File: src/rtl/msx_cycle_sequencer.sv
// Runs one MSX cartridge-slot bus cycle (mem/io read/write, M1 fetch) per latched request:
// setup, strobe with /WAIT extension and timeout, hold, then a one-cycle done pulse.
module msx_cycle_sequencer #(
  parameter int SETUP_CYC    = 1,
  parameter int STROBE_CYC   = 4,
  parameter int HOLD_CYC     = 1,
  parameter int WAIT_TIMEOUT = 255
) (
  input  logic        clk,
  input  logic        reset,
  input  logic        req,
  input  logic        req_rd,
  input  logic        req_io,
  input  logic        req_slot,
  input  logic        req_m1,
  input  logic [15:0] req_addr,
  input  logic [7:0]  req_wdata,
  output logic        ready,
  output logic        busy,
  output logic        done,
  output logic [7:0]  rdata,
  output logic        timeout,
  output logic [15:0] maddr,
  output logic [7:0]  mdata_out,
  output logic        mdata_oe,
  input  logic [7:0]  mdata_in,
  output logic [1:0]  msltsl_n,
  output logic        mmreq_n,
  output logic        miorq_n,
  output logic        mrd_n,
  output logic        mwr_n,
  output logic        mm1_n,
  input  logic        mwait_n
);

  typedef enum logic [1:0] {IDLE, SETUP, STROBE, HOLD} state_t;

  state_t      state, state_nxt;
  logic [7:0]  cnt, cnt_nxt;
  logic [15:0] nw, nw_nxt;
  logic        cyc_rd, cyc_io, cyc_slot, cyc_m1, abort;
  logic        cyc_rd_nxt, cyc_io_nxt, cyc_slot_nxt, cyc_m1_nxt, abort_nxt;
  logic        wait_m, wait_s;

  logic        ready_nxt, busy_nxt, done_nxt, timeout_nxt, mdata_oe_nxt;
  logic [7:0]  rdata_nxt, mdata_out_nxt;
  logic [15:0] maddr_nxt;
  logic [1:0]  msltsl_n_nxt;
  logic        mmreq_n_nxt, miorq_n_nxt, mrd_n_nxt, mwr_n_nxt, mm1_n_nxt;

  // /WAIT is asynchronous to clk; idle level is "not waiting"
  always_ff @(posedge clk) begin
    if (reset) begin
      wait_m <= 1'b1;
      wait_s <= 1'b1;
    end else begin
      wait_m <= mwait_n;
      wait_s <= wait_m;
    end
  end

  always_comb begin
    state_nxt     = state;
    cnt_nxt       = cnt;
    nw_nxt        = nw;
    cyc_rd_nxt    = cyc_rd;
    cyc_io_nxt    = cyc_io;
    cyc_slot_nxt  = cyc_slot;
    cyc_m1_nxt    = cyc_m1;
    abort_nxt     = abort;
    ready_nxt     = ready;
    busy_nxt      = busy;
    done_nxt      = 1'b0;
    timeout_nxt   = timeout;
    rdata_nxt     = rdata;
    maddr_nxt     = maddr;
    mdata_out_nxt = mdata_out;
    mdata_oe_nxt  = mdata_oe;
    msltsl_n_nxt  = msltsl_n;
    mmreq_n_nxt   = mmreq_n;
    miorq_n_nxt   = miorq_n;
    mrd_n_nxt     = mrd_n;
    mwr_n_nxt     = mwr_n;
    mm1_n_nxt     = mm1_n;
    case (state)
      IDLE: begin
        if (req) begin
          cyc_rd_nxt   = req_rd;
          cyc_io_nxt   = req_io;
          cyc_slot_nxt = req_slot;
          cyc_m1_nxt   = req_m1;
          abort_nxt    = 1'b0;
          maddr_nxt    = req_addr;
          if (!req_rd) begin
            mdata_out_nxt = req_wdata;
            mdata_oe_nxt  = 1'b1;
          end
          cnt_nxt   = 8'(SETUP_CYC - 1);
          ready_nxt = 1'b0;
          busy_nxt  = 1'b1;
          state_nxt = SETUP;
        end
      end
      SETUP: begin
        if (cnt == 8'd0) begin
          mmreq_n_nxt  = cyc_io;
          miorq_n_nxt  = !cyc_io;
          mrd_n_nxt    = !cyc_rd;
          mwr_n_nxt    = cyc_rd;
          mm1_n_nxt    = !(cyc_m1 && cyc_rd && !cyc_io);
          msltsl_n_nxt = cyc_io ? 2'b11 : (cyc_slot ? 2'b01 : 2'b10);
          cnt_nxt      = 8'(STROBE_CYC - 1);
          nw_nxt       = 16'd0;
          state_nxt    = STROBE;
        end else begin
          cnt_nxt = cnt - 8'd1;
        end
      end
      STROBE: begin
        if (cnt != 8'd0) begin
          cnt_nxt = cnt - 8'd1;
        end else if (wait_s || nw == 16'(WAIT_TIMEOUT)) begin
          // Release strobes; a timed-out read returns an open-bus value
          mmreq_n_nxt  = 1'b1;
          miorq_n_nxt  = 1'b1;
          mrd_n_nxt    = 1'b1;
          mwr_n_nxt    = 1'b1;
          mm1_n_nxt    = 1'b1;
          msltsl_n_nxt = 2'b11;
          abort_nxt    = !wait_s;
          if (cyc_rd) rdata_nxt = wait_s ? mdata_in : 8'hFF;
          cnt_nxt   = 8'(HOLD_CYC - 1);
          state_nxt = HOLD;
        end else begin
          nw_nxt = nw + 16'd1;
        end
      end
      HOLD: begin
        if (cnt == 8'd0) begin
          done_nxt     = 1'b1;
          timeout_nxt  = abort;
          mdata_oe_nxt = 1'b0;
          ready_nxt    = 1'b1;
          busy_nxt     = 1'b0;
          state_nxt    = IDLE;
        end else begin
          cnt_nxt = cnt - 8'd1;
        end
      end
      default: state_nxt = IDLE;
    endcase
  end

  always_ff @(posedge clk) begin
    if (reset) begin
      state     <= IDLE;
      cnt       <= 8'd0;
      nw        <= 16'd0;
      cyc_rd    <= 1'b0;
      cyc_io    <= 1'b0;
      cyc_slot  <= 1'b0;
      cyc_m1    <= 1'b0;
      abort     <= 1'b0;
      ready     <= 1'b1;
      busy      <= 1'b0;
      done      <= 1'b0;
      timeout   <= 1'b0;
      rdata     <= 8'hFF;
      maddr     <= 16'd0;
      mdata_out <= 8'd0;
      mdata_oe  <= 1'b0;
      msltsl_n  <= 2'b11;
      mmreq_n   <= 1'b1;
      miorq_n   <= 1'b1;
      mrd_n     <= 1'b1;
      mwr_n     <= 1'b1;
      mm1_n     <= 1'b1;
    end else begin
      state     <= state_nxt;
      cnt       <= cnt_nxt;
      nw        <= nw_nxt;
      cyc_rd    <= cyc_rd_nxt;
      cyc_io    <= cyc_io_nxt;
      cyc_slot  <= cyc_slot_nxt;
      cyc_m1    <= cyc_m1_nxt;
      abort     <= abort_nxt;
      ready     <= ready_nxt;
      busy      <= busy_nxt;
      done      <= done_nxt;
      timeout   <= timeout_nxt;
      rdata     <= rdata_nxt;
      maddr     <= maddr_nxt;
      mdata_out <= mdata_out_nxt;
      mdata_oe  <= mdata_oe_nxt;
      msltsl_n  <= msltsl_n_nxt;
      mmreq_n   <= mmreq_n_nxt;
      miorq_n   <= miorq_n_nxt;
      mrd_n     <= mrd_n_nxt;
      mwr_n     <= mwr_n_nxt;
      mm1_n     <= mm1_n_nxt;
    end
  end

endmodule

File: config.mk
export PLATFORM = sky130hd
export DESIGN_NAME = msx_cycle_sequencer
export DESIGN_NICKNAME = d
export VERILOG_FILES = /design/src/rtl/msx_cycle_sequencer.sv
export SDC_FILE = /design/constraint.sdc
export NUM_CORES = 1
export LEC_CHECK = 0
export ABC_AREA = 1
export BUFFER_PORTS_ARGS = -buffer_cell sky130_fd_sc_hd__buf_2
export CAP_MARGIN = 20
export CORE_MARGIN = 2
export CORE_UTILIZATION = 25
export CTS_BUF_LIST = sky130_fd_sc_hd__clkbuf_2
export CTS_CLUSTER_DIAMETER = 80
export DETAILED_ROUTE_END_ITERATION = 7
export GPL_ROUTABILITY_DRIVEN = 0
export PLACE_DENSITY_LB_ADDON = 0.05
export SLEW_MARGIN = 20
export SYNTH_ARGS = -nofsm -noshare
export SYNTH_HDL_FRONTEND = slang
export SYNTH_SLANG_ARGS = --single-unit
File: constraint.sdc
create_clock -name clk -period 2.6 [get_ports clk]
set_input_delay 0 -clock clk [delete_from_list [all_inputs] [get_ports clk]]
set_output_delay 0 -clock clk [all_outputs]
set_load 0.02 [all_outputs]
# --- After elaboration in Yosys (flattened, before gate mapping) ---
# Index checks and enable logic that the tools add are counted.
totals:
  inputBits: 40
  out_inout_bits: 44
  reg_bits: 77
  word_cells: 113
classes:
  eq_ne: 13
  muxes: 46
  n_reduce_logical: 25
  add_sub_neg: 2
  bitwise_logic: 3
op_table:
  columns: ["op", "n"]
  rows:
  - ["two-way mux 16 bit", 3]
  - ["two-way mux 8 bit", 6]
  - ["one-hot mux 16 bit (2 select lines)", 1]
  - ["one-hot mux 8 bit (4 select lines)", 1]
  - ["AND reduction 4 bit", 5]
  - ["one-hot mux 1 bit (2 select lines)", 9]
  - ["adder 16 x 1 -> 16 bit (second input constant)", 1]
  - ["equality test 16 x 8 -> 1 bit (second input constant)", 1]
  - ["two-way mux 1 bit", 16]
  - ["two-way mux 2 bit", 8]
  - ["!= test 2 bit (second input constant)", 8]
  - ["AND reduction 3 bit", 3]
  - ["zero test 8 bit", 1]
  - ["one-hot mux 2 bit (4 select lines)", 1]
  - ["nonzero test 8 bit", 1]
  - ["subtractor 8 x 1 -> 8 bit (second input constant)", 1]
  - ["nonzero test 2 bit", 3]
  - ["AND reduction 5 bit", 1]
  - ["equality test 2 bit (second input constant)", 2]
  - ["zero test 1 bit", 4]
  - ["one-hot mux 2 bit (2 select lines)", 1]
  - ["AND reduction 2 bit", 2]
  - ["!= test 3 bit (second input constant)", 1]
  - ["inverter 1 bit", 3]
  - ["5 further kinds", 6]

# --- Longest topological paths before layout ---
# Gate-level depths: netlist (run 1).
depth:
  depth_word: 5
  depth_mapped: 12
  ltp_nobuf: 11

# --- Worst setup path after synthesis (run 1) ---
# No wires, ideal clock.
synth_timing:
  kind: "reg-to-reg"
  startpoint: "register nw[0]"
  endpoint: "register msltsl_n[0]"
  path_stages_with_launch: 10
  slack_ns: 1.034
  synth_period_minus_slack_ns: 1.566
  setup_ns: 0.117
  t_required_ns: 2.483
  arrival_ns: 1.449
  n_path_buf: 1
  path_cell_list: "dfxtp_1 -> ha_1 -> nand3_2 -> nor2_4 -> nand2_4 -> nand2_2 -> nand3_2 -> buf_6 -> a21oi_1 -> nand2_1"
synth_via:
  elab_chain_cells: 4
synth_lines:
  columns: ["item", "line_no", "rtl"]
  rows:
  - ["start, declared", "40", "logic [15:0] nw, nw_nxt;"]
  - ["start signal, assigned", "181", "nw <= nw_nxt;"]
  - ["equality test 16 x 8 -> 1 bit", "122", "end else if (wait_s || nw == 16'(WAIT_TIMEOUT)) begin"]
  - ["logical OR 1 bit", "122", null]
  - ["!= test 2 bit (no source line)", null, null]
  - ["AND reduction 4 bit (no source line)", null, null]
  - ["end signal, assigned", "195", "msltsl_n <= msltsl_n_nxt;"]
  - ["end, declared", "27", "output logic [1:0] msltsl_n,"]
# Every way passes these cells.
# A chain may end at the register's enable or synchronous reset.

# --- Worst setup path in the final report (run 1) ---
layout_timing:
  startpoint: "register state[0]"
  endpoint: "register mdata_out[0]"
layout_via:
  elab_chain_cells: 2
layout_lines:
  columns: ["item", "line_no", "rtl"]
  rows:
  - ["start, declared", "38", "state_t state, state_nxt;"]
  - ["start signal, assigned", "179", "state <= state_nxt;"]
  - ["zero test 2 bit", "85", "case (state)"]
  - ["AND reduction 3 bit (no source line)", null, null]
  - ["end signal, assigned", "193", "mdata_out <= mdata_out_nxt;"]
  - ["end, declared", "24", "output logic [7:0] mdata_out,"]
# Every way passes these cells.

==> results of run 1 <==
[flip-flops by register name (all words and copies together), names as in the netlist, 2 cells and up]
name,flops
nw,16
cnt,8
msltsl_n,2
state,2
rdata,8
maddr,16
mdata_out,8
[area by class of cell]
class	count	area, um2	share of cell area
Clock inverter	5	53.8	0.0105
Antenna cell	3	7.51	0.00147
Timing Repair Buffer	159	1160	0.228
Inverter	45	175	0.0343
Multi-Input combinational cell	382	1890	0.370
Clock buffer	9	45.0	0.00882
Sequential cell	77	1540	0.302
Tap cell	184	230	0.0451
[path summary, 6_finish.rpt]
check | from | end | slack, ns | cells after the start
hold / removal | mwait_n | wait_m | 0.19 | 3
hold reg to reg | wait_m | wait_s | 0.42 | 1
setup / recovery | state[0] | mdata_out[0] | 0.19 | 9
setup reg to reg | state[0] | mdata_out[0] | 0.19 | 9
[worst max-delay path, cell delays in order, from the launching register on]
cell	delay, ns
dfxtp_1	0.39
inv_1	0.10
ha_2	0.26
nand2_1	0.13
nor2_2	0.14
inv_2	0.09
nor2_1	0.09
dlygate4sd3_1	0.55
nor2_1	0.04
dlygate4sd3_1	0.55
[repair_timing]
action,in CTS,in global routing
endpoints found under the setup margin,0,17
hold buffers,71,0
hold endpoints to repair,65,0
resized for setup,0,8
[cell usage in the layout (no fill, tap or decap), drive strengths merged]
master,instances
nor2,116
dfxtp,77
o21bai,4
xor2,2
bufinv,1
o211ai,10
nand3,36
clkinv,7
ha,7
buf,88
diode,3
dlygate4sd3,71
nand2,114
nor3,6
a21o,1
clkbuf,9
nor3b,1
a211oi,1
or2,2
o21ai,42
xnor2,1
inv,42
nor4,1
a21oi,32
nand4,6
[logic make-up after synthesis]
kind of cell / Yosys count / synth area share
AO/OA/AOI/OAI: 90 / 0.142
XOR/XNOR: 3 / 0.00712
flip-flops: 77 / 0.418
AND/OR/NAND/NOR: 282 / 0.337
buffers and inverters: 62 / 0.0729
adder cells (fa/ha/maj): 7 / 0.0237
[power by group]
group	switching, mW	total (mW)	internal [mW]
clock network	0.441	0.650	0.209
registers	0.154	1.58	1.43
logic	1.42	2.17	0.748
[through the flow]
stage	total power [mW]	hold slack [ns]
5_1_grt	4.81	0.117
3_3_place_gp	3.65	0.221
6_report	4.40	0.186
4_1_cts	4.47	0.115
2_1_floorplan	3.17	0.104
3_5_place_dp	3.65	0.218
[metal layers]
metal | global-route usage | vias up | share of wire
met3 | 0.0428 | 9 | 0.039
met2 | 0.250 | 66 | 0.49
li1 | - | 1993 | -
met5 | 0 | - | 0
met4 | 0.0399 | 0 | 0.014
met1 | 0.165 | 1719 | 0.46
==> out/results.txt, run 1 <==
DRC violation count after routing: 0
Mapped Avg Cell Area: 7.08 um2
Max VDD drop: 0.362 mV
DRT Pass-1 Iters: 5
overflow left after global routing: 0
ys async rst share: 0
IO Port Bufs: 83
DP HPWL: 7.26 mm
worst path arrival time: 2.87 ns
TritonCTS clock tree: built
share of cells above drive strength 1: 0.217
final core utilization: 0.353
vias in the first global route: 3,841
clock tree buffer depth: 2
Fmax: 415 MHz
kind of critical path: reg2reg
slew of the pin with the lowest slew margin: 0.538 ns
post-synthesis sequential area ratio: 0.418
nets: 721
DRT antenna net count: 0
CTS Buf Count: 9
final hold violations: 0
worst min path class: in2reg
CTS HTree Levels: 3
unrepaired setup endpoints after global routing: no
Static Leakage: 2.24 nW
post-synthesis cell area: 3690 um2
Post-CTS Setup Inserts: 0
most frequent cells after synthesis: 110 x nor2_1, 100 x nand2_1, 77 x dfxtp_1
number of cell rows: 44
Period minus WS final: 2.41 ns
FILL cells: 1,550
Synth Warn #: 0
most common cell in the synthesized netlist: nor2_1
die area: 15,800 um2
synth-to-layout area growth: 38.4%
top cell type's share of synthesized area: 0.418
first-pass GRT wire length: 18.0 mm
status: finished clean
clock sinks: 77
Die H: 126 um
DIE WIDTH: 126 um
Reg clk slew, reported paths: 0.20 ns
Post-Syn Instances: 521
effective utilization at floorplan: 0.255
maxcap violations: 0
initial antenna violation count: 1
core footprint: 14,500 um2
largest net degree at the start of global routing: 49
critical path endpoint category: flop
fin area: 5110 um2
dpl cells: 776
Root Driver: clkbuf_2
later-pin clock latency in the skew report: 0.55 ns
non-filler instance count after layout: 864
pre-CTS WS: 0.475 ns
Detailed Route WL: 10.7 mm
I/O pin count: 84
placed cell areas: 4280 um2
crit-path max FO: 8
GRT Total Usage: 0.141
Critical Path Start Type: flop
initial drt markers: 182
Power Density: 861 nW/um2
Avg WL per Cell: 12.4 um
setup TNS: 0 ns
vias: 3,787
EDFF count, synth: 0
pins over their slew limit: 0
clock skew: 0.0214 ns
flops & latches, synth: 77
endpoints failing setup: 0
WP data required: 3.06 ns
top_reg_cell synth: dfxtp_1
Net Count, Synth: 568
Setup WS post-layout: 0.191 ns
top cell type by total area after synthesis: dfxtp_1
synth top area cells: dfxtp_1 42%, nor2_1 11%, nand2_1 10%
Via density: 4.38
Final Cycle Share: 0.927
slew margin rel.: 0.641
unique cell type count in the Yosys netlist: 33
Note: power is estimated with default switching activity, not from simulation.
==> run 2: changes to the inputs <==
Settings changed: CTS_BUF_LIST sky130_fd_sc_hd__clkbuf_2 to sky130_fd_sc_hd__clkbuf_16.
==> out/results.txt, run 2 (synthesized netlist as in run 1, its figures left out) <==
Period minus WS final: 2.11 ns
slew of the pin with the lowest slew margin: 0.542 ns
Post-CTS Setup Inserts: 0
number of gates resized after cts: 0
worst path cell trace: inv_1 > ha_1 > inv_1 > nor2_1 > nand3_2 > nand2_2 > inv_2 > o21ai_1 > nor2_1
commonest non-fill, non-tap cells in the layout: 110 x nor2_1, 100 x nand2_1, 83 x buf_2
maxcap violations: 0
pins over their slew limit: 0
initial drt markers: 161
placed cell areas: 4280 um2
Max Used Layer: met4
Setup WS post-layout: 0.487 ns
TritonCTS clock tree: built
effective utilization at floorplan: 0.255
FILL cells: 1,549
later-pin clock latency in the skew report: 0.34 ns
Worst Setup SP: state[0]
GRT Total Usage: 0.136
IO Port Bufs: 83
overflow left after global routing: 0
kind of critical path: reg2reg
Max VDD drop: 0.370 mV
DRT Pass-1 Iters: 4
top flop regs: maddr: 16 flops, nw: 16 flops
slew margin rel.: 0.639
vias: 3,608
clock skew: 0.00629 ns
CP max-delay cell: ha_1
Root Driver: clkbuf_16
Routed met2 length: 4.99 mm
synth-to-layout area growth: 33.5%
vias in the first global route: 3,649
pre-CTS WS: 0.475 ns
DRT antenna net count: 0
DRC violation count after routing: 0
worst hold start: reset
status: finished clean
final hold violations: 0
CTS HTree Levels: 3
initial antenna violation count: 0
setup TNS: 0 ns
Detailed Route WL: 10.5 mm
CTS Buf Count: 9
DP HPWL: 7.26 mm
Fmax: 473 MHz
WP data required: 2.83 ns
share of cells above drive strength 1: 0.219
crit-path max FO: 13
Ant. Diodes: 0
Via density: 4.36
fin area: 4930 um2
endpoints failing setup: 0
Reg clk slew, reported paths: 0.06 ns
max incr delay on CP: 0.50 ns
Avg WL per Cell: 12.7 um
clock tree buffer depth: 2
DR WL met3: 419 um
unrepaired setup endpoints after global routing: no
core footprint: 14,500 um2
Die H: 126 um
commonest non-fill, non-tap cell in the layout: nor2_1
clock sinks: 77
first-pass GRT wire length: 17.3 mm
worst min path class: in2reg
Critical R2R Launch: state[0]
die area: 15,800 um2
number of cell rows: 44
I/O pin count: 84
Power Density: 988 nW/um2
largest net degree at the start of global routing: 49
Critical Path Start Type: flop
critical path endpoint category: flop
met1 WL: 4.88 mm
worst path arrival time: 2.34 ns
Static Leakage: 2.15 nW
Final Cycle Share: 0.813
DIE WIDTH: 126 um
nets: 687
## run 2: cell types whose count changed in the layout (fill, tap and decap cells not counted), moves of 3 or more
| cell | delta |
|---|---|
| dlygate4sd3_1 | -34 |
| clkbuf_16 | +9 |
| diode_2 | -3 |
| clkbuf_2 | -9 |
## run 2: worst max-delay path, delay by kind of cell (launching register included)
family          cells  cell delay (ns)
simple gates        4             0.75
compound gates      1             0.13
flops               1             0.34
fa+ha+maj           1             0.50
buf+inv             3             0.29
## run 2: power by group
| part | total [mW] | internal [mW] | switching, mW |
|---|---|---|---|
| Combinational | 2.06 | 0.660 | 1.40 |
| Sequential | 1.58 | 1.43 | 0.151 |
| Clock | 1.23 | 0.729 | 0.497 |
## run 2: routing by layer
layer / global-route usage / up-vias
li1: - / 1919
met1: 0.162 / 1615
met2: 0.235 / 61
met3: 0.0359 / 13
met4: 0.0529 / 0
met5: 0 / -
## run 2: per-stage QoR
stage | util | hold slack (ns) | cells | total power [mW]
6_report | 0.340 | 0.174 | 827 | 4.86
5_1_grt | 0.340 | 0.193 | 827 | 5.27
4_1_cts | 0.340 | 0.168 | 827 | 4.96
3_5_place_dp | 0.295 | 0.218 | 776 | 3.65
3_3_place_gp | 0.295 | 0.221 | 776 | 3.65
2_1_floorplan | - | 0.104 | 521 | 3.17
## run 2: timing repair
item,CTS,global route
endpoints found under the setup margin,0,0
endpoints found under the hold margin,37,0
hold buffers,37,0
## run 2: final cells by class
class	count	area, um2	area share
Sequential cell	77	1540	0.313
Clock buffer	9	225	0.0457
Multi-Input combinational cell	382	1880	0.382
Tap cell	184	230	0.0467
Timing Repair Buffer	125	823	0.167
Inverter	45	171	0.0348
Clock inverter	5	53.8	0.0109
## run 2: final timing paths
| kind | depth (start not counted) | end | slack (ns) |
|---|---|---|---|
| max | 9 | cnt[1] | 0.49 |
| min | 6 | nw[11] | 0.17 |
| max reg2reg | 9 | cnt[1] | 0.49 |
| min reg2reg | 1 | wait_s | 0.43 |
==> run 3: changes to the inputs <==
Clock period 2.6 ns to 2.08 ns, I/O delays scaled along.
==> out/results.txt, run 3 (synthesized netlist as in run 1, its figures left out) <==
Period minus WS final: 1.84 ns
hold path cells: 5
Reg clk slew, reported paths: 0.06 ns
top flop regs: maddr: 16 flops, nw: 16 flops
dpl cells: 783
worst path cell trace: inv_1 > ha_2 > nor2_1 > inv_1 > o21ai_2 > nand2_2 > clkinv_2 > nand2_4 > nand2_1 > a21oi_1
IO Port Bufs: 83
initial antenna violation count: 0
initial drt markers: 161
vias in the first global route: 3,536
critical path endpoint category: flop
WP data required: 2.34 ns
commonest non-fill, non-tap cells in the layout: 109 x nor2_1, 100 x nand2_1, 83 x buf_2
Root Driver: clkbuf_16
CP delay by family, top: simple AND/OR/NAND/NOR gates
clock tree buffer depth: 2
worst path arrival time: 2.10 ns
status: finished clean
effective utilization at floorplan: 0.255
Power Density: 1230 nW/um2
Fmax: 543 MHz
die area: 15,800 um2
first-pass GRT wire length: 17.4 mm
clock skew: 0.00380 ns
Via density: 4.40
vias: 3,678
largest net degree at the start of global routing: 26
CP most frequent cell: inv_1
worst hold margin: 0.123 ns
TritonCTS clock tree: built
clock sinks: 77
slew margin rel.: 0.716
nets: 694
commonest non-fill, non-tap cell in the layout: nor2_1
r2r endpoint: nw[6]
worst min path class: in2reg
maxcap violations: 0
Ant. Diodes: 0
FILL cells: 1,535
Buf+Inv Stages, Crit Path: 3
Die H: 126 um
overflow left after global routing: 0
DP HPWL: 7.33 mm
Max VDD drop: 0.519 mV
kind of critical path: reg2reg
later-pin clock latency in the skew report: 0.34 ns
cell depth of the worst flop-to-flop path: 10
share of cells above drive strength 1: 0.230
Critical R2R Launch: state[0]
R2R setup slack: 0.24 ns
slew of the pin with the lowest slew margin: 0.423 ns
setup TNS: 0 ns
DRT Pass-1 Iters: 5
Detailed Route WL: 10.3 mm
non-filler instance count after layout: 836
number of cell rows: 44
DRC violation count after routing: 0
synth-to-layout area growth: 35.7%
CP max-delay cell: dfxtp_1
GRT Total Usage: 0.136
pins over their slew limit: 0
Critical Path Start Type: flop
worst hold start: req
unrepaired setup endpoints after global routing: no
core footprint: 14,500 um2
endpoints failing setup: 0
max incr delay on CP: 0.34 ns
crit-path max FO: 13
I/O pin count: 84
Post-CTS Setup Inserts: 0
Final Cycle Share: 0.885
DIE WIDTH: 126 um
final hold violations: 0
Avg WL per Cell: 12.3 um
CTS HTree Levels: 3
CTS Buf Count: 9
Static Leakage: 2.19 nW
hold worst-path end: busy
DRT antenna net count: 0
Overall Power: 6.16 mW
-- run 3: changes by cell type in the layout (fill, tap and decap cells not counted), sizes merged --
cell | before | now
buf | 88 | 95
inv | 41 | 44
clkinv | 8 | 6
clkinvlp | 0 | 1
-- run 3: metal layers --
metal	routed length, um	up-vias	track usage
met5	0	-	0
met4	157	0	0.0484
li1	-	1934	-
met2	4920	82	0.224
met1	4600	1651	0.168
met3	597	11	0.0419
-- run 3: final cells by class --
class,count,area (um2),area share
clock buffers,9,225,0.0450
clock inverters,7,58.8,0.0117
well taps,184,230,0.0460
inverters,45,173,0.0345
repair buffers,132,876,0.175
flip-flops and latches,77,1540,0.308
multi-input cells,382,1910,0.380
-- run 3: worst register-to-register path: stages (launching register included) --
cell,delay [ns]
dfxtp_1,0.34
inv_1,0.09
ha_2,0.26
nor2_1,0.07
inv_1,0.13
o21ai_2,0.10
nand2_2,0.11
clkinv_2,0.22
nand2_4,0.25
nand2_1,0.07
a21oi_1,0.13
-- run 3: how the worst max path moves through the flow --
stage	from	end	slack [ns]	cells after the start
final	state[0]	nw[6]	0.24	10
after CTS	nw[1]	rdata[7]	0.09	10
after floorplan	nw[0]	msltsl_n[0]	0.51	9
after global routing	state[0]	nw[0]	0.04	10
after detailed placement	nw[1]	rdata[7]	0.10	10
after global placement	nw[1]	rdata[4]	0.11	10
-- run 3: timing repair --
item	CTS	global route
endpoints found under the hold margin	37	0
resized for setup	0	6
hold buffers	37	0
setup endpoints to repair	0	13
-- run 3: metrics by stage --
stage          area [um2]  worst slack (ns)   util
6_report             5010             0.240  0.346
3_3_place_gp         4330             0.114  0.299
2_1_floorplan        3690             0.514      -
4_1_cts              4980            0.0919  0.344
3_5_place_dp         4330             0.102  0.299
5_1_grt              5010            0.0442  0.346
-- run 3: power breakdown --
group          leakage, nW  internal (mW)  switching, mW  total [mW]
combinational         1.41          0.888           1.77        2.65
clock                0.145          0.912          0.623        1.54
sequential           0.630           1.78          0.189        1.97
